[src/rtl/multichannel_delay_line.sv]
`default_nettype none
// ============================================================================
// Module      : multichannel_delay_line
// Description : Delay line for gp_nr_channels time-interleaved sample
//               streams. Each channel can be delayed by up to gp_nr_stages
//               of its own samples. The delay is selected at run time.
//               The block also provides a synchronous clear, a channel tag
//               and a fill flag that follows the selected depth.
//
// Ports       : i_clk        rising-edge clock
//               i_rst_an     asynchronous active-low reset
//               i_ena        sample enable (one interleaved sample per cycle)
//               i_clr        synchronous clear, overrides i_ena
//               i_delay      per-channel delay D (0 acts as 1, >N acts as N)
//               i_data       interleaved input sample (signed)
//               o_data       delayed sample of channel o_ch
//               o_ch         channel index of o_data
//               o_shift_done line filled to the selected depth
//
// Options     : MULTICHANNEL_DELAY_LINE_OREG_EN - registers all outputs
//               (adds one cycle of latency)
//
// Revision    : 1.0 - initial release
// ============================================================================
module multichannel_delay_line #(
    parameter  int gp_data_width  = 8,
    parameter  int gp_nr_stages   = 4,
    parameter  int gp_nr_channels = 2,
    localparam int c_ch_width     = (gp_nr_channels > 1) ? $clog2(gp_nr_channels) : 1,
    localparam int c_dly_width    = $clog2(gp_nr_stages + 1),
    localparam int c_cnt_width    = $clog2(gp_nr_stages * gp_nr_channels + 1)
) (
    input  logic                            i_clk,
    input  logic                            i_rst_an,
    input  logic                            i_ena,
    input  logic                            i_clr,
    input  logic        [c_dly_width-1:0]   i_delay,
    input  logic signed [gp_data_width-1:0] i_data,
    output logic signed [gp_data_width-1:0] o_data,
    output logic        [c_ch_width-1:0]    o_ch,
    output logic                            o_shift_done
);

    localparam int c_len = gp_nr_stages * gp_nr_channels;

    // r_sr[p] holds the sample that was accepted p enabled cycles ago.
    logic signed [gp_data_width-1:0] r_sr [1:c_len];
    logic        [c_ch_width-1:0]    r_ch;
    logic        [c_cnt_width-1:0]   r_cnt;

    logic        [c_dly_width-1:0]   w_deff;
    logic        [c_cnt_width-1:0]   w_sel;
    logic signed [gp_data_width-1:0] w_data;
    logic                            w_done;

    // ------------------------------------------------------------------------
    // Sample storage
    // ------------------------------------------------------------------------
    always_ff @(posedge i_clk or negedge i_rst_an) begin
        if (!i_rst_an) begin
            for (int p = 1; p <= c_len; p++) r_sr[p] <= '0;
        end else if (i_clr) begin
            for (int p = 1; p <= c_len; p++) r_sr[p] <= '0;
        end else if (i_ena) begin
            r_sr[1] <= i_data;
            for (int p = 2; p <= c_len; p++) r_sr[p] <= r_sr[p-1];
        end
    end

    // ------------------------------------------------------------------------
    // Fill counter. It saturates at the line length so that o_shift_done
    // stays valid for any later delay selection.
    // ------------------------------------------------------------------------
    always_ff @(posedge i_clk or negedge i_rst_an) begin
        if (!i_rst_an) begin
            r_cnt <= '0;
        end else if (i_clr) begin
            r_cnt <= '0;
        end else if (i_ena && (r_cnt != c_cnt_width'(c_len))) begin
            r_cnt <= r_cnt + 1'b1;
        end
    end

    // ------------------------------------------------------------------------
    // Write-channel pointer
    // ------------------------------------------------------------------------
    generate
        if (gp_nr_channels > 1) begin : g_ch_multi
            always_ff @(posedge i_clk or negedge i_rst_an) begin
                if (!i_rst_an) begin
                    r_ch <= '0;
                end else if (i_clr) begin
                    r_ch <= '0;
                end else if (i_ena) begin
                    if (r_ch == c_ch_width'(gp_nr_channels - 1)) r_ch <= '0;
                    else                                         r_ch <= r_ch + 1'b1;
                end
            end
        end else begin : g_ch_single
            assign r_ch = '0;
        end
    endgenerate

    // ------------------------------------------------------------------------
    // Delay clamp and tap select. Tap Deff*C holds the current channel's
    // sample from Deff of its own samples ago.
    // ------------------------------------------------------------------------
    always_comb begin
        w_deff = i_delay;
        if (i_delay == '0)
            w_deff = c_dly_width'(1);
        else if (i_delay > c_dly_width'(gp_nr_stages))
            w_deff = c_dly_width'(gp_nr_stages);
    end

    always_comb begin
        w_data = '0;
        w_sel  = '0;
        for (int d = 1; d <= gp_nr_stages; d++) begin
            if (w_deff == c_dly_width'(d)) begin
                w_data = r_sr[d * gp_nr_channels];
                w_sel  = c_cnt_width'(d * gp_nr_channels);
            end
        end
    end

    assign w_done = (r_cnt >= w_sel);

    // ------------------------------------------------------------------------
    // Outputs
    // ------------------------------------------------------------------------
`ifdef MULTICHANNEL_DELAY_LINE_OREG_EN
    always_ff @(posedge i_clk or negedge i_rst_an) begin
        if (!i_rst_an) begin
            o_data       <= '0;
            o_ch         <= '0;
            o_shift_done <= 1'b0;
        end else if (i_clr) begin
            o_data       <= '0;
            o_ch         <= '0;
            o_shift_done <= 1'b0;
        end else begin
            o_data       <= w_data;
            o_ch         <= r_ch;
            o_shift_done <= w_done;
        end
    end
`else
    assign o_data       = w_data;
    assign o_ch         = r_ch;
    assign o_shift_done = w_done;
`endif

endmodule
`default_nettype wire

[config.mk]
export PLATFORM = sky130hd
export DESIGN_NAME = multichannel_delay_line
export DESIGN_NICKNAME = d
export VERILOG_FILES = /design/src/rtl/multichannel_delay_line.sv
export SDC_FILE = /design/constraint.sdc
export NUM_CORES = 1
export LEC_CHECK = 0
export BUFFER_PORTS_ARGS = -buffer_cell sky130_fd_sc_hd__buf_2
export CAP_MARGIN = 15
export CORE_MARGIN = 3
export CORE_UTILIZATION = 52
export DETAILED_ROUTE_END_ITERATION = 12
export PLACE_DENSITY = 0.71
export SYNTH_ARGS = -nofsm -noshare
export SYNTH_HDL_FRONTEND = slang
export SYNTH_SLANG_ARGS = --single-unit
[constraint.sdc]
create_clock -name i_clk -period 1.8 [get_ports i_clk]
set_input_delay 0.27 -clock i_clk [delete_from_list [all_inputs] [get_ports i_clk]]
set_output_delay 0.27 -clock i_clk [all_outputs]
set_load 0.02 [all_outputs]
==> flow_metrics.env <==
export IMPL_async_flop_share=1.00
export IMPL_cp_cell_sequence="ha_1, a21oi_1, o21ai_1, buf_2"
export IMPL_multi_input_area_sq_um=1330
export IMPL_syn_avg_cell_area_sq_um=11.4
export IMPL_ant_nets=0
export IMPL_finish_utilization=0.622
export IMPL_path_clk_slew_ns=0.07
export IMPL_die_height_microns=84.6
export IMPL_fillers=480
export IMPL_drive_gt1_frac=0.158
export IMPL_finClkSkew_ns=0.00732
export IMPL_ir_drop_mv=0.537
export IMPL_grt_start_max_net_pins=70
export IMPL_vias_per_cell=5.33
export IMPL_portBuffers=24
export IMPL_status="complete, no violations"
export IMPL_gr_usage_all_layers=0.172
export IMPL_seq_area_frac_synth=0.538
export IMPL_min_period_over_period=0.956
export IMPL_placed_cell_area_sq_um=3350
export IMPL_routed_wl_microns=5630
export IMPL_crit_arrival_ns=1.45
export IMPL_worst_setup_path_start_kind="flip-flop"
export IMPL_register_area_sq_um=1730
export IMPL_hold_viol=0
export IMPL_pin_count=25
export IMPL_synth_top_area_frac=0.538
export IMPL_rr_startpoint="r_cnt[0]"
export IMPL_worst_slew_pin_slew_ns=0.447
export IMPL_placeableCoreArea_sq_um=5740
export IMPL_grt_pass1_vias=2008
export IMPL_wl_per_cell_microns=14.7
export IMPL_relSlewSlack=0.702
export IMPL_ys_flop_type="dfrtp_1"
export IMPL_netlist_instances=282
export IMPL_grt_overflow=0
export IMPL_ys_seq_elements=69
export IMPL_synthTopCellsByArea="dfrtp_1 (54%), mux2i_1 (23%), nor2_1 (8.9%)"
export IMPL_die_w_microns=84.6
export IMPL_cts_sinks=69
export IMPL_total_power_mw=3.03
export IMPL_crit_path_top_delay_cell="dfrtp_1"
export IMPL_finalInstanceArea_sq_um=3570
export IMPL_rsz0062_at_grt="no"
export IMPL_antenna_found_initial=0
export IMPL_crit_start="r_cnt[3]"
export IMPL_fin_setup_tns_ns=0
export IMPL_remaining_drc_errors=0
export IMPL_antenna_cells=0
export IMPL_start_util=0.559
export IMPL_drv_cap=0
export IMPL_setup_viol=0
export IMPL_syn_cell_area_sq_um=3210
export IMPL_first_pass_iters=4
export IMPL_hpwl_microns=3510
export IMPL_cts_root_buffer="clkbuf_8"
export IMPL_dieArea_sq_um=7160
export IMPL_cpPeakStageDelay_ns=0.41
export IMPL_critPathKind="flip-flop to output pin"
export IMPL_yosys_area_top_type="dfrtp_1"
export IMPL_syn_nets=302
export IMPL_final_nets=326
export IMPL_hold_class="input pin to flip-flop"
export IMPL_cellLeakagePower_nw=1.93
export IMPL_cp_data_required_time_ns=1.53
export IMPL_grt_pass1_wl_microns=9740
export IMPL_powerDensity_nw_per_um2=849
export IMPL_row_count=27
export IMPL_drv_slew=0
export IMPL_fmax_ghz=0.581
export IMPL_htreeDepth=3
export IMPL_yosys_warnings=0
export IMPL_clock_latency_ns=0.34
export IMPL_cp_end_kind="output pin"
export IMPL_synth_edf_count=0
export IMPL_hp_start="i_data[4]"
export IMPL_cts_tree="yes"
export IMPL_syn2layout_area_growth_pct=11.2
export IMPL_vias=2036
export IMPL_place_congestion=0.720
export IMPL_clockBufferDepth=2
export IMPL_cts_made_buffers=9
export IMPL_drt_iter0_markers=48
export IMPL_yosysUniqueCellTypes=22
export IMPL_critPathMaxFanout=3
export IMPL_period_minus_slack_ns=1.72
## cells in the final DEF (no fill, tap or decap), drive strengths merged
master       Yosys  layout
nor2            76      76
mux2i           73      73
dfrtp           69      69
buf             18      33
clkbuf           3      14
a211oi           8       8
a21o             8       8
nand2            5       5
ha               5       5
inv              4       4
a21oi            3       3
nand2b           2       2
a21boi           1       1
o21ai            1       1
nand4            1       1
xor2             1       1
xnor2            1       1
or3b             1       1
o21a             1       1
mux2             1       1
clkinv           0       1
dlygate4sd3      0       1
## cells in the mapped netlist, types with 3 or more instances
| cell type | number |
|---|---|
| dfrtp_1 | 69 |
| mux2i_1 | 73 |
| ha_1 | 5 |
| buf_2 | 9 |
| a21oi_1 | 3 |
| inv_1 | 4 |
| buf_8 | 5 |
| clkbuf_1 | 3 |
| buf_4 | 4 |
| a21o_1 | 8 |
| a211oi_1 | 8 |
| nor2_1 | 76 |
| nand2_1 | 5 |
## per-layer routing
layer  global-route usage  part of all wire  vias to the layer above
met3               0.0432             0.029                       11
met1                0.253              0.52                      989
li1                     -                 -                     1006
met2                0.236              0.43                       30
met4               0.0835             0.020                        0
met5                    0                 0                        -
## state kept, by name, summed over array words and instances, names as in the netlist
| name | count |
|---|---|
| r_sr | 64 |
| r_cnt | 4 |
| o_ch | 1 |
## area by class of cell
type / instances / share of cell area
Tap cell: 72 / 0.0252
Clock inverter: 1 / 0.00140
Multi-Input combinational cell: 188 / 0.371
Timing Repair Buffer: 34 / 0.0665
Clock buffer: 14 / 0.0483
Sequential cell: 69 / 0.483
Inverter: 4 / 0.00420
## critical path, delay by kind of cell (launching register included)
kind / cells / cell delay, ns
flops: 1 / 0.41
fa+ha+maj: 1 / 0.31
compound gates: 2 / 0.23
buf+inv: 1 / 0.16
## final timing paths
path                                 to  slack, ns  depth (start not counted)
max in group asynchronous      r_sr[20]       1.01                          3
min reg2reg                    r_sr[21]       0.52                          2
min                            r_sr[60]       0.18                          3
max reg2reg                    r_cnt[0]       0.41                          5
min in group asynchronous      r_sr[18]       0.48                          3
max                        o_shift_done       0.08                          4
## kinds of logic (layout without fill, tap and decap cells)
kind of cell             Yosys count  after routing  share of synthesized area
AND/OR/NAND/NOR                   85             85                      0.103
multiplexers                      74             74                      0.231
AO/OA/AOI/OAI                     22             22                     0.0483
adder cells (fa/ha/maj)            5              5                     0.0195
XOR/XNOR                           2              2                    0.00545
buffers and inverters             25             53                     0.0549
flip-flops                        69             69                      0.538
## through the flow
step	hold WS (ns)	worst slack, ns	instances
floorplan	-0.0256	0.0229	282
global placement	0.325	0.294	363
detailed placement	0.323	0.252	363
CTS	0.168	0.0258	380
global route	0.187	0.000567	382
finish	0.179	0.0784	382
## power breakdown
| part | total (mW) | switching, mW | internal [mW] |
|---|---|---|---|
| logic | 0.294 | 0.173 | 0.120 |
| registers | 1.60 | 0.0219 | 1.58 |
| clock network | 1.14 | 0.532 | 0.605 |
## timing repair
| item | 4_1_cts | 5_1_grt |
|---|---|---|
| buffers inserted | 1 | 2 |
| setup endpoints to repair | 1 | 1 |
| hold endpoints to repair | 69 | 0 |
| hold buffers | 1 | 0 |
| resized for setup | 1 | 3 |
Note: power is estimated with default switching activity, not from simulation.
